### config.mk
export PLATFORM = sky130hd
export DESIGN_NAME = cheri_lsu_bg_arb
export DESIGN_NICKNAME = d
export VERILOG_FILES = /design/src/rtl/cheri_pkg.sv /design/src/rtl/cheri_owner_fifo.sv /design/src/rtl/cheri_lsu_bg_arb.sv
export SDC_FILE = /design/constraint.sdc
export NUM_CORES = 1
export LEC_CHECK = 0
export BUFFER_PORTS_ARGS = -buffer_cell sky130_fd_sc_hd__buf_2
export CORE_MARGIN = 10
export CORE_UTILIZATION = 34
export DETAILED_ROUTE_END_ITERATION = 10
export GPL_TIMING_DRIVEN = 0
export PLACE_DENSITY = 0.88
export SYNTH_ARGS = -nofsm -noshare
export SYNTH_HDL_FRONTEND = slang
export SYNTH_SLANG_ARGS = --single-unit
### constraint.sdc
create_clock -name clk_i -period 1.9 [get_ports clk_i]
set_input_delay 0.285 -clock clk_i [delete_from_list [all_inputs] [get_ports clk_i]]
set_output_delay 0.285 -clock clk_i [all_outputs]
set_load 0.03 [all_outputs]
### src/rtl/cheri_pkg.sv
// rtl/cheri_pkg.sv - shared owner types for the LSU / background-engine arbiter
package cheri_pkg;

  typedef enum logic {
    OWN_CORE = 1'b0,
    OWN_BG   = 1'b1
  } owner_e;

  typedef struct packed {
    owner_e owner;
    logic   we;
    logic   is_cap;
  } owner_entry_t;

  // Capability accesses return two beats; everything else returns one.
  function automatic logic last_beat(input owner_entry_t e, input logic beat);
    return !e.is_cap || beat;
  endfunction

endpackage

### src/rtl/cheri_owner_fifo.sv
// rtl/cheri_owner_fifo.sv - flop FIFO recording the owner of each outstanding LSU access
module cheri_owner_fifo
  import cheri_pkg::*;
#(
  parameter int unsigned Depth = 2
) (
  input  logic         clk_i,
  input  logic         rst_ni,
  input  logic         push_i,
  input  owner_entry_t push_data_i,
  input  logic         pop_i,
  output logic         full_o,
  output logic         empty_o,
  output owner_entry_t head_o
);

  localparam int unsigned PtrW = (Depth > 1) ? $clog2(Depth) : 1;
  localparam int unsigned CntW = $clog2(Depth + 1);

  owner_entry_t    mem_q [Depth];
  owner_entry_t    mem_d [Depth];
  logic [PtrW-1:0] rd_ptr_q, rd_ptr_d;
  logic [PtrW-1:0] wr_ptr_q, wr_ptr_d;
  logic [CntW-1:0] count_q, count_d;
  logic            do_push, do_pop;

  // Pointers wrap at Depth-1 so non-power-of-two depths work.
  function automatic logic [PtrW-1:0] ptr_inc(input logic [PtrW-1:0] p);
    return (p == PtrW'(Depth - 1)) ? '0 : p + PtrW'(1);
  endfunction

  assign empty_o = (count_q == '0);
  assign full_o  = (count_q == CntW'(Depth));
  assign head_o  = mem_q[rd_ptr_q];
  assign do_pop  = pop_i && !empty_o;
  // A pop in the same cycle frees the slot for a push at full.
  assign do_push = push_i && (!full_o || do_pop);

  always_comb begin
    mem_d    = mem_q;
    rd_ptr_d = rd_ptr_q;
    wr_ptr_d = wr_ptr_q;
    count_d  = count_q;
    if (do_push) begin
      mem_d[wr_ptr_q] = push_data_i;
      wr_ptr_d        = ptr_inc(wr_ptr_q);
    end
    if (do_pop) begin
      rd_ptr_d = ptr_inc(rd_ptr_q);
    end
    case ({do_push, do_pop})
      2'b10:   count_d = count_q + CntW'(1);
      2'b01:   count_d = count_q - CntW'(1);
      default: count_d = count_q;
    endcase
  end

  always_ff @(posedge clk_i or negedge rst_ni) begin
    if (!rst_ni) begin
      for (int i = 0; i < int'(Depth); i++) begin
        mem_q[i] <= '0;
      end
      rd_ptr_q <= '0;
      wr_ptr_q <= '0;
      count_q  <= '0;
    end else begin
      mem_q    <= mem_d;
      rd_ptr_q <= rd_ptr_d;
      wr_ptr_q <= wr_ptr_d;
      count_q  <= count_d;
    end
  end

endmodule

### src/rtl/cheri_lsu_bg_arb.sv
// rtl/cheri_lsu_bg_arb.sv - core vs background-engine arbiter in front of the shared LSU port
module cheri_lsu_bg_arb
  import cheri_pkg::*;
#(
  parameter int unsigned StarveLimit    = 8,
  parameter int unsigned MaxOutstanding = 2
) (
  input  logic        clk_i,
  input  logic        rst_ni,

  input  logic        core_req_i,
  input  logic        core_we_i,
  input  logic        core_is_cap_i,
  input  logic [31:0] core_addr_i,
  input  logic [32:0] core_wdata_i,
  output logic        core_req_done_o,
  output logic        core_resp_valid_o,
  output logic        core_resp_err_o,

  input  logic        bg_req_i,
  input  logic        bg_we_i,
  input  logic        bg_is_cap_i,
  input  logic [31:0] bg_addr_i,
  input  logic [32:0] bg_wdata_i,
  output logic        bg_req_done_o,
  output logic        bg_resp_valid_o,
  output logic        bg_resp_err_o,
  output logic        bg_resp_is_wr_o,
  output logic        bg_addr_incr_o,

  output logic        lsu_req_o,
  output logic        lsu_we_o,
  output logic        lsu_is_cap_o,
  output logic [31:0] lsu_addr_o,
  output logic [32:0] lsu_wdata_o,
  input  logic        lsu_req_done_i,
  input  logic        lsu_resp_valid_i,
  input  logic        lsu_resp_err_i,

  output logic        spurious_resp_o
);

  logic [7:0]   starve_cnt_q, starve_cnt_d;
  logic         lock_q, lock_d;
  owner_e       sel_q, sel_d;
  logic         beat_q, beat_d;
  logic         spurious_q, spurious_d;

  owner_e       sel;
  logic         sel_req;
  logic         starve_hit;
  logic         eligible;
  logic         accept;

  logic         fifo_full, fifo_empty, fifo_pop;
  owner_entry_t fifo_head, push_entry;
  logic         beat_vld, beat_last, head_bg;

  cheri_owner_fifo #(
    .Depth (MaxOutstanding)
  ) u_owner_fifo (
    .clk_i       (clk_i),
    .rst_ni      (rst_ni),
    .push_i      (accept),
    .push_data_i (push_entry),
    .pop_i       (fifo_pop),
    .full_o      (fifo_full),
    .empty_o     (fifo_empty),
    .head_o      (fifo_head)
  );

  // Response side: the registered FIFO head owns the current beat.
  always_comb begin
    beat_vld          = lsu_resp_valid_i && !fifo_empty;
    beat_last         = last_beat(fifo_head, beat_q);
    head_bg           = (fifo_head.owner == OWN_BG);
    fifo_pop          = beat_vld && beat_last;

    core_resp_valid_o = beat_vld && !head_bg;
    core_resp_err_o   = beat_vld && !head_bg && lsu_resp_err_i;
    bg_resp_valid_o   = beat_vld && head_bg;
    bg_resp_err_o     = beat_vld && head_bg && lsu_resp_err_i;
    bg_resp_is_wr_o   = beat_vld && head_bg && fifo_head.we;
    bg_addr_incr_o    = beat_vld && head_bg && fifo_head.is_cap && !beat_q;

    beat_d            = beat_q;
    if (beat_vld) begin
      beat_d = !beat_last;
    end
    spurious_d        = spurious_q || (lsu_resp_valid_i && fifo_empty);
  end

  // Request side: a stalled selection stays locked until the LSU takes it.
  always_comb begin
    starve_hit = (starve_cnt_q == 8'(StarveLimit));
    if (lock_q) begin
      sel = sel_q;
    end else if (bg_req_i && (starve_hit || !core_req_i)) begin
      sel = OWN_BG;
    end else begin
      sel = OWN_CORE;
    end
    sel_req   = (sel == OWN_BG) ? bg_req_i : core_req_i;
    eligible  = !fifo_full || fifo_pop;
    lsu_req_o = eligible && sel_req;
    accept    = lsu_req_o && lsu_req_done_i;

    lsu_we_o     = 1'b0;
    lsu_is_cap_o = 1'b0;
    lsu_addr_o   = '0;
    lsu_wdata_o  = '0;
    if (lsu_req_o) begin
      if (sel == OWN_BG) begin
        lsu_we_o     = bg_we_i;
        lsu_is_cap_o = bg_is_cap_i;
        lsu_addr_o   = bg_addr_i;
        lsu_wdata_o  = bg_wdata_i;
      end else begin
        lsu_we_o     = core_we_i;
        lsu_is_cap_o = core_is_cap_i;
        lsu_addr_o   = core_addr_i;
        lsu_wdata_o  = core_wdata_i;
      end
    end

    core_req_done_o   = accept && (sel == OWN_CORE);
    bg_req_done_o     = accept && (sel == OWN_BG);
    push_entry.owner  = sel;
    push_entry.we     = lsu_we_o;
    push_entry.is_cap = lsu_is_cap_o;

    lock_d = lsu_req_o && !lsu_req_done_i;
    sel_d  = sel;

    starve_cnt_d = starve_cnt_q;
    if (!bg_req_i || bg_req_done_o) begin
      starve_cnt_d = '0;
    end else if (!starve_hit) begin
      starve_cnt_d = starve_cnt_q + 8'd1;
    end
  end

  assign spurious_resp_o = spurious_q;

  always_ff @(posedge clk_i or negedge rst_ni) begin
    if (!rst_ni) begin
      starve_cnt_q <= '0;
      lock_q       <= 1'b0;
      sel_q        <= OWN_CORE;
      beat_q       <= 1'b0;
      spurious_q   <= 1'b0;
    end else begin
      starve_cnt_q <= starve_cnt_d;
      lock_q       <= lock_d;
      sel_q        <= sel_d;
      beat_q       <= beat_d;
      spurious_q   <= spurious_d;
    end
  end

endmodule

-- Word level (Yosys, flattened, before mapping)
Index checks and enable logic that the tools add are counted.
- flip-flop bits (word level): 22
- bits in latches: 0
- bits in writable memories: 0
- memory bits (read-only): 0
- bits of input ports: 141
- word-level logic and storage cells: 88
- memories kept: 0
- $add $sub $neg: 5
- $mul: 0
- div/mod/pow operators: 0
- magnitude comparators: 3
- equal/unequal tests: 5
- shifts and indexed selects: 0
- multiplexer cells: 22
- bitwise gates (word level): 3
- reduce and logical (&&, ||, !) cells: 36
- operators with widths (kind ; count):
    $mux 33 ; 2
    $mux 32 ; 2
    $logic_and 1x1->1 ; 19
    $mux 8 ; 2
    $mux 3 ; 4
    $logic_not 1->1 ; 9
    $mux 1 ; 9
    $add 8x1->8 const B ; 1
    $eq 8x4->1 const B ; 1
    $bwmux 6 ; 1
    $logic_or 1x1->1 ; 6
    $eq 2x2->1 const B ; 2
    $ge 2x2->1 const B ; 2
    $not 1->2 ; 2
    $pmux 2 s2 ; 1
    $demux 3 s1 ; 1
    $add 1x1->1 const B ; 2
    $add 2x1->2 const B ; 1
    $eq 2x1->1 const B ; 1
    $logic_not 2->1 ; 1
    $lt 2x1->1 const B ; 1
    $ne 2x1->1 const B ; 1
    $reduce_bool 2->1 ; 1
    $sub 2x1->2 const B ; 1
    $not 1->1 ; 1

-- Longest topological paths before layout
Gate-level depths: netlist of run 1.
- depth after elaboration: 13
- depth in mapped cells: 10

-- Hierarchy
From an unflattened synthesis of run 1, not the netlist that was laid out.
- cell total of the unflattened synthesis: 422
- area total of the unflattened synthesis: 2800.2 um2
- by module, submodules not included (module ; times used ; cells an instance ; area an instance (um2) ; seq. area each (um2)):
    cheri_lsu_bg_arb ; 1 ; 388 ; 2328.5 ; 300.3
    cheri_owner_fifo ; 1 ; 34 ; 471.7 ; 250.2

-- Worst setup path after synthesis of run 1
OpenSTA, ideal clock, no wires.
- kind: reg2out
- from: reg starve_cnt_q[5]
- to: out lsu_addr_o[27]
- arrival: 2.088 ns
- required time: 1.615 ns
- slack: -0.473 ns
- cell stages (with the launch flop): 7
- buffers on the path: 2
- cell sequence: dfrtp_1 or4_4 o211ai_2 buf_4 buf_4 nand3_1 a21oi_1
- cells in the longest elaborated chain, start to end: 8
- elaborated cells between the ends (all ways): 9
- classes of those cells: eq/ne: 1; mux: 5; reduce/logical: 3
- RTL lines (what ; line ; text):
    start: declaration ; cheri_lsu_bg_arb.sv:43 ; logic [7:0] starve_cnt_q, starve_cnt_d;
    start signal: assignment ; cheri_lsu_bg_arb.sv:153 ; starve_cnt_q <= starve_cnt_d;
    $eq 8x4->1 * ; cheri_lsu_bg_arb.sv:95 ; starve_hit = (starve_cnt_q == 8'(StarveLimit));
    $logic_or 1x1->1 * ; cheri_lsu_bg_arb.sv:98 ; end else if (bg_req_i && (starve_hit || !core_req_i)) begin
    $logic_and 1x1->1 * ; cheri_lsu_bg_arb.sv:98 ;
    $mux 1 * ; cheri_lsu_bg_arb.sv:98 ;
    $mux 1 * ; cheri_lsu_bg_arb.sv:96 ; if (lock_q) begin
    $mux 1 ; cheri_lsu_bg_arb.sv:103 ; sel_req = (sel == OWN_BG) ? bg_req_i : core_req_i;
    $logic_and 1x1->1 ; cheri_lsu_bg_arb.sv:105 ; lsu_req_o = eligible && sel_req;
    $mux 32 * ; cheri_lsu_bg_arb.sv:112 ; if (lsu_req_o) begin
    end: declaration ; cheri_lsu_bg_arb.sv:34 ; output logic [31:0] lsu_addr_o,
Mark *: on every way between the ends. The rest lies on a longest branch, timed or not.

-- Worst setup path after layout of run 1
- from: reg starve_cnt_q[7]
- to: out lsu_wdata_o[17]
- cells in the longest elaborated chain, start to end: 8
- elaborated cells between the ends (all ways): 9
- classes of those cells: eq/ne: 1; mux: 5; reduce/logical: 3
- RTL lines (what ; line ; text):
    $eq 8x4->1 * ; cheri_lsu_bg_arb.sv:95 ;
    $logic_or 1x1->1 * ; cheri_lsu_bg_arb.sv:98 ;
    $logic_and 1x1->1 * ; cheri_lsu_bg_arb.sv:98 ;
    $mux 1 * ; cheri_lsu_bg_arb.sv:98 ;
    $mux 1 * ; cheri_lsu_bg_arb.sv:96 ;
    $mux 1 ; cheri_lsu_bg_arb.sv:103 ;
    $logic_and 1x1->1 ; cheri_lsu_bg_arb.sv:105 ;
    $mux 33 * ; cheri_lsu_bg_arb.sv:112 ;
    end: declaration ; cheri_lsu_bg_arb.sv:35 ; output logic [32:0] lsu_wdata_o,
Marks and branches as above.

==> results of run 1 <==
path summary, 6_finish.rpt:
check / from / to / slack (ns) / cells past startpoint
max: starve_cnt_q[7]$_DFFE_PN0P_ / lsu_wdata_o[17] / -1.19 / 8
min: lsu_req_done_i / lock_q$_DFF_PN0_ / 0.21 / 2
max reg2reg: starve_cnt_q[5]$_DFFE_PN0P_ / starve_cnt_q[7]$_DFFE_PN0P_ / -0.51 / 5
min reg2reg: spurious_resp_o$_DFF_PN0_ / spurious_resp_o$_DFF_PN0_ / 0.50 / 1
max in group asynchronous: rst_ni / u_owner_fifo.count_q[0]$_DFFE_PN0P_ / 0.96 / 2
min in group asynchronous: rst_ni / sel_q$_DFF_PN0_ / 0.48 / 2
logic make-up (layout without fill, tap and decap cells):
family | after synthesis | in the layout | share of synthesized area
muxes | 7 | 7 | 0.0351
DFF | 22 | 22 | 0.230
other | 0 | 8 | 0
xor gates and xnor gates | 11 | 11 | 0.0403
and+or+nand+nor | 105 | 106 | 0.230
AOI/OAI and AO/OA | 160 | 160 | 0.360
adders and majority gates | 3 | 3 | 0.0157
buffers and inverters | 46 | 307 | 0.0890
state kept, by name, indices dropped and copies added, names as in the netlist:
register / flops
sel_q: 1
lock_q: 1
beat_q: 1
u_owner_fifo.count_q: 2
u_owner_fifo.mem_q: 6
spurious_resp_o: 1
starve_cnt_q: 8
u_owner_fifo.rd_ptr_q: 1
u_owner_fifo.wr_ptr_q: 1
metrics by stage:
step | setup slack, ns | hold slack (ns)
after floorplan | -0.182 | -0.0106
after global placement | -0.684 | 0.270
after detailed placement | -0.701 | 0.280
after CTS | -0.696 | 0.201
after global routing | -1.18 | 0.192
final | -1.19 | 0.208
timing repair:
action / in CTS / in global routing
setup buffers: 19 / 16
gates cloned: 6 / 2
hold endpoints to repair: 22 / 0
hold buffers: 1 / 0
pin swaps: 18 / 34
endpoints found under the setup margin: 90 / 89
resized for setup: 229 / 97
metal layers:
metal,GRT usage,share of wire,vias up
met5,0,0,-
met4,0.137,0.12,0
met3,0.0855,0.14,269
met2,0.533,0.45,680
met1,0.278,0.29,2293
li1,-,-,1854
layout by cell type, fill, tap and decap left out, drive strengths merged, types with 2 or more instances in the layout:
cell      n
mux2i     2
o21ai    69
nand3    70
and2      4
a21oi    68
inv       6
dfrtp    22
xor2      5
a21o      2
a31oi     8
ha        3
clkbuf   20
a211oi    8
and3      2
diode     8
nand2     6
nor2     11
buf     277
mux2      5
xnor2     6
nor3      6
power breakdown:
part	total, W	leakage [nW]	switching [W]	internal [W]
registers	0.000882	0.271	0.000273	0.000609
logic	0.00743	2.24	0.00449	0.00295
clock network	0.000505	0.0358	0.000222	0.000284
cell type report:
class | count | area, um^2
Multi-Input combinational cell | 287 | 3320
Timing Repair Buffer | 260 | 1980
Sequential cell | 22 | 554
Buffer | 36 | 383
Fill cell | 187 | 357
Tap cell | 96 | 120
Clock buffer | 3 | 41.3
Clock inverter | 1 | 30.0
Inverter | 7 | 30.0
Antenna cell | 8 | 20.0
==> out/summary.md, run 1 <==
The flow ran to the end, but the final reports show violations. The checks that failed: setup timing. The most common cell in the synthesized netlist is nand3_1.

The tools report the total global-route track usage as 0.285. The finished layout holds 720 standard cells, fillers aside. The maximum root-to-sink buffer count is 2. The leakage power total is 2.55 nW, and the time the final worst path needs with I/O delays and setup is 3.09 ns. Clock latency on the worst-skew pair, taken at its later pin, is 0.31 ns. In this run the worst hold path is classified as input pin to flip-flop.

The first routing iteration left 565 violations. Maximum vdd ir drop: 0.921 mV. The logs give 2390 um^2 for the post-synthesis instance area and 0 for the total of warnings raised by yosys.

The level count of the clock H-tree is 1. The largest stage delay on the critical path was 0.61 ns; the number of vias in the routed layout was 5096. In this run the standard cell core region covers 6830 um^2.

The root cell of the clock tree is clkbuf_8. The max-slew headroom at the worst pin is 0.415. The via count of the first global-routing pass was 4591.

After synthesis, the cell types taking the most area are dfrtp_1, nand3_1, a21oi_1. The slowest stage of the critical path is the or4_4 cell. The share of post-route cells with drive strength above 1 is 0.820.

Counting flops with a built-in enable in the synthesized netlist gives 0. Data on the critical path arrives at its endpoint at 2.80 ns. Final routed wire length divided by cell count: 35.9 um.

Synthesis instantiated 40 different standard cells from the library. Of all cell types, the one taking the most synthesized area is dfrtp_1. The proportion of netlist area held by the largest area contributor is 0.230, and the setup clock skew after layout is 0.0396 ns.

The quantity of I/O buffers inserted on ports is 217, and the antenna violation net count after detailed routing is 0. The total power came out at 0.00882 W. After routing the design area is 6470 um^2. Power spread over the standard cell area amounts to 1360 nW/um^2.

At the worst endpoint, the required time is 1.62 ns. After legalization and detailed placement, the total HPWL measured 10800 um. Sorting the synthesized cells by how often they occur yields nand3_1, a21oi_1, o21ai_0. Number of failing hold endpoints at the final stage: 0. The synthesis-to-finish area growth was 171%; the die span in y was 104 um. The sum of negative setup slack is -63.78 ns, and the starting utilization of the core area is 0.350.

After detailed placement, the total cell area comes to 4810 um^2. After clock tree synthesis, the clock-pin slew on the worst setup and hold paths is 0.13 ns. The final standard cell utilization of the core came out at 0.948. The post-route clock period utilization works out to 1.63. Across the run, the number of max-cap violations was 0.

Among cell families on the critical path, the largest total delay comes from simple AND/OR/NAND/NOR gates. Setup repair after global routing could not meet its margin everywhere. Number of standard-cell rows in the floorplan: 30. The synthesized instance count came out at 354.

STA classifies the critical path startpoint as a flip-flop. Traced cell by cell, the critical path runs through or4_4 -> o211ai_4 -> buf_6 -> buf_12 -> buf_12 -> nand3_1 -> a21oi_4 -> buf_6. The floorplan step defined a die boundary enclosing 10800 um^2. During I/O placement, the number of pins put on the boundary was 218. Maximum number of pins on one net before global-route repair: 23. Count of final setup violators: 92.

Commonest register cell after synthesis: dfrtp_1. The highest attainable clock frequency is 324 MHz, and the overall routed net length is 25900 um. For the pin with the worst max-slew slack, the measured transition is 0.870 ns. Dividing the synthesized area by the synthesized cell count gives 6.75 um^2. The run gives 761 as the layout net count.

TritonCTS built the clock tree. The net count of the mapped netlist was 498. The worst setup path is captured at a primary output. TritonCTS created 3 clock buffers. The buffers plus inverters on the worst setup path is 4, and the number of clock sinks is 22.

For the first-pass GRT wire length, the log shows 25200 um. The first TritonRoute pass finished after 5 iterations. The total overflow left after global routing is 0. The die is 104 um wide. Critical-path maximum fanout: 7. The type of the worst setup path was flip-flop to primary output.

The fraction of registers with async set/reset was 1.00; the routability congestion estimate from global placement was 0.873. In this run, placement finished with an instance count of 667. The sequential area share after synthesis is 0.230, and the initial antenna violation count is 6.

Final worst setup slack: -1.19 ns. The flip-flop and latch count after synthesis is 22, and the final-report max-slew violation count is 0. In the routed design, unresolved DRC markers number 0. Using the TritonRoute via totals, the vias-per-cell ratio works out to 7.08.
(Power assumes the default switching activity.)
==> inputs of run 2 (changes only) <==
--- a/config.mk
+++ b/config.mk
@@ -10,7 +10,9 @@
 export CORE_UTILIZATION = 34
 export DETAILED_ROUTE_END_ITERATION = 10
 export GPL_TIMING_DRIVEN = 0
+export HOLD_SLACK_MARGIN = 0.12
 export PLACE_DENSITY = 0.88
 export SYNTH_ARGS = -nofsm -noshare
 export SYNTH_HDL_FRONTEND = slang
 export SYNTH_SLANG_ARGS = --single-unit
+export TNS_END_PERCENT = 1
==> run 2 against run 1 <==
  * The run still ends with setup timing left
  * Global-route usage fell by 5.2 points
  * Power fell by 18%
  * Worst hold slack improved by 0.0093 ns
  * Non-clock buffer count fell by 28
  * Via count fell by 21%
  * Combinational power fell by 18%
  * Register-to-register slack improved by 0.13 ns
  * Maximum frequency rose by 18%
  * Worst setup slack improved by 0.47 ns
  * Clock-buffer cell count did not move
  * Clock power fell by 14%
==> out/summary.md, run 2 (synthesis results as in run 1) <==
The root cell of the clock tree is clkbuf_8 (unchanged). The sum of negative setup slack was -46.95 ns (was -63.78 ns). For the level count of the clock H-tree, the log shows 1 (unchanged).

The tools report the antenna violation net count after detailed routing as 0 (unchanged). The highest-utilization routing layer at the global route stage was met2 (unchanged). The run gives 21100 um (was 25200 um) as the first-pass GRT wire length. The highest attainable clock frequency is 382 MHz (was 324 MHz), and the final non-filler cell total is 684 (was 720). The critical-path maximum fanout is 5 (was 7), and the half-perimeter wire length of the detailed placement result is 10600 um (was 10800 um). The overall routed net length was 16000 um (was 25900 um); the initial antenna violation count was 1 (was 6). The tools report the total power as 0.00724 W (was 0.00882 W).

The areal power density over the cells works out to 1250 nW/um^2 (was 1360 nW/um^2). The category of the worst setup path capture point was a primary output (unchanged). The setup clock skew after layout was 0.00399 ns (was 0.0396 ns); the total grt overflow was 0 (unchanged). The logs give 0.350 (unchanged) for the starting utilization of the core area and 2.28 nW (was 2.55 nW) for the leakage power total. The tools report the final design instance area without fill as 5780 um^2 (was 6470 um^2). The number of detailed-routing iterations run before antenna repair was 5 (unchanged); the area of placed instances was 4710 um^2 (was 4810 um^2). The run gives 0.442 (was 0.533) as the met2 usage in global routing. The most common cell after layout, fill and taps aside is buf_2 (unchanged). The share of post-route cells with drive strength above 1 was 0.734 (was 0.820).

The run gives 4086 (was 4591) as the via count of the first global-routing pass. The total global-route track usage came out at 0.233 (was 0.285). Type of the tightest min-delay check: input pin to flip-flop (unchanged). The buffers plus inverters on the worst setup path works out to 4 (unchanged). The count of final setup violators was 77 (was 92); the met1 global-route usage was 0.236 (was 0.278). The die span in y works out to 104 um (unchanged). For the number of vias in the routed layout, the log shows 4014 (was 5096).

The maximum vdd ir drop was 1.07 mV (was 0.921 mV). Setup repair after global routing could not meet its margin everywhere. The smallest hold slack came out at 0.217 ns (was 0.208 ns). The vias per cell came out at 5.87 (was 7.08). The number of failing hold endpoints at the final stage came out at 0 (unchanged). The I/O pin total is 218 (unchanged), and the later-pin clock latency in the skew report is 0.26 ns (was 0.31 ns).

The type of the worst setup path is flip-flop to primary output (unchanged). Family with the most delay on the worst path: simple AND/OR/NAND/NOR gates (unchanged). The tools report the final worst setup slack as -0.719 ns (was -1.19 ns).

The pin slew with the least headroom to its limit is 0.598 ns (was 0.870 ns). The register bank with the most flops is starve_cnt_q (unchanged). The overall die area is 10800 um^2 (unchanged). The synthesis-to-finish area growth is 142% (was 171%). The post-route clock period utilization works out to 1.38 (was 1.63). Commonest cells after routing, fill and taps aside: buf_2, a21oi_4, buf_6 (was buf_2, buf_6, a21oi_4). The run gives 0 (unchanged) as the max capacitance violation total.

The logs give 0.601 (was 0.415) for the max-slew headroom at the worst pin and 3 (unchanged) for the total CTS buffers. The time the final worst path needs with I/O delays and setup was 2.62 ns (was 3.09 ns); the routability congestion estimate from global placement was 0.842 (was 0.873). Violated checks: setup timing (unchanged). The tools report the type of origin of the critical path as a flip-flop (unchanged). The clock-pin slew reported for the worst setup and hold paths after clock tree synthesis is 0.08 ns (was 0.13 ns). For the placed cell count, the log shows 667 (unchanged). The flow ran to the end, but the final reports show violations.

The most numerous cell type found on the critical path is buf_12. The number of clock sinks was 22 (unchanged). The count of filler cells inserted in the layout came out at 381 (was 187). The area of the core region is 6830 um^2 (unchanged), and the largest stage delay on the critical path is 0.59 ns (was 0.61 ns).

Largest registers: starve_cnt_q (8), u_owner_fifo.mem_q (6), u_owner_fifo.count_q (2) (unchanged). The met3 usage in global routing was 0.0700 (was 0.0855). The number of flip-flops in the largest register was 8 (unchanged); the number of standard-cell rows in the floorplan was 30 (unchanged). The die width was 104 um (unchanged); the maximum number of pins on one net before global-route repair was 23 (unchanged). The final routed wire length divided by cell count is 23.5 um (was 35.9 um). The tools report the data required time of the critical path as 1.62 ns (about the same).

The count of routing violations after the opening detailed-route iteration is 266 (was 565). Final-report max-slew violation count: 0 (unchanged). Ordered list of cells on the worst path: or4_4 -> o211ai_4 -> buf_12 -> buf_12 -> clkbuf_16 -> nand3_2 -> a21oi_4 -> buf_6 (was or4_4 -> o211ai_4 -> buf_6 -> buf_12 -> buf_12 -> nand3_1 -> a21oi_4 -> buf_6). The quantity of I/O buffers inserted on ports is 217 (unchanged). The detailed-route DRC error count was 0 (unchanged). TritonCTS built the clock tree. The slowest cell on the critical path was or4_4 (unchanged).

The logs give 2.33 ns (was 2.80 ns) for the data arrival at the endpoint of the critical path and 2 (unchanged) for the maximum root-to-sink buffer count. The layout net count was 732 (was 761).
-- run 2: through the flow --
step	util	worst slack, ns
2_1_floorplan	-	-0.182
3_3_place_gp	0.689	-0.571
3_5_place_dp	0.689	-0.603
4_1_cts	0.765	-0.717
5_1_grt	0.846	-0.776
6_report	0.846	-0.719
-- run 2: per-layer routing --
layer | vias to the layer above | wire, um
li1 | 1778 | -
met1 | 1921 | 5590
met2 | 254 | 8410
met3 | 61 | 1330
met4 | 0 | 716
met5 | - | 0
-- run 2: layout make-up --
class / count / area (um^2) / share of cell area
multi-input combinational: 286 / 2980 / 0.516
sequential: 22 / 553 / 0.0957
clock inverter: 1 / 30.0 / 0.00520
tap: 96 / 120 / 0.0208
timing repair buffer: 229 / 1600 / 0.277
antenna: 1 / 2.50 / 0.000433
clock buffer: 3 / 41.3 / 0.00715
inverter: 7 / 26.3 / 0.00455
buffer: 39 / 424 / 0.0734
-- run 2: power breakdown --
part / leakage [nW] / switching [W] / internal [W]
Sequential: 0.272 / 0.000140 / 0.000608
Clock: 0.0357 / 0.000155 / 0.000281
Combinational: 1.98 / 0.00373 / 0.00233
-- run 2: timing repair --
| item | CTS | global route |
|---|---|---|
| gates cloned | 0 | 6 |
| endpoints found under the setup margin | 89 | 82 |
| resized for setup | 156 | 116 |
| setup buffers | 3 | 2 |
| hold endpoints to repair | 22 | 0 |
| pin swaps | 15 | 22 |
| hold buffers | 1 | 0 |
-- run 2: path summary, 6_finish.rpt --
check | startpoint | end | slack (ns) | cells after the start
hold / removal | lsu_req_done_i | lock_q$_DFF_PN0_ | 0.22 | 2
min in group asynchronous | rst_ni | starve_cnt_q[2]$_DFFE_PN0P_ | 0.51 | 2
hold reg to reg | spurious_resp_o$_DFF_PN0_ | spurious_resp_o$_DFF_PN0_ | 0.46 | 1
max in group asynchronous | rst_ni | u_owner_fifo.rd_ptr_q$_DFFE_PN0P_ | 1.03 | 2
setup / recovery | starve_cnt_q[7]$_DFFE_PN0P_ | lsu_wdata_o[3] | -0.72 | 8
setup reg to reg | u_owner_fifo.rd_ptr_q$_DFFE_PN0P_ | u_owner_fifo.count_q[1]$_DFFE_PN0P_ | -0.38 | 8
-- run 2: worst register-to-register path, stage by stage (launching register included) --
cell and delay [ns]:
dfrtp_2 0.43, mux2i_2 0.34, nor4b_1 0.12, nor3_1 0.26, clkbuf_4 0.27, inv_1 0.06, ha_1 0.31, nor2_2 0.17
xor2_1 0.22
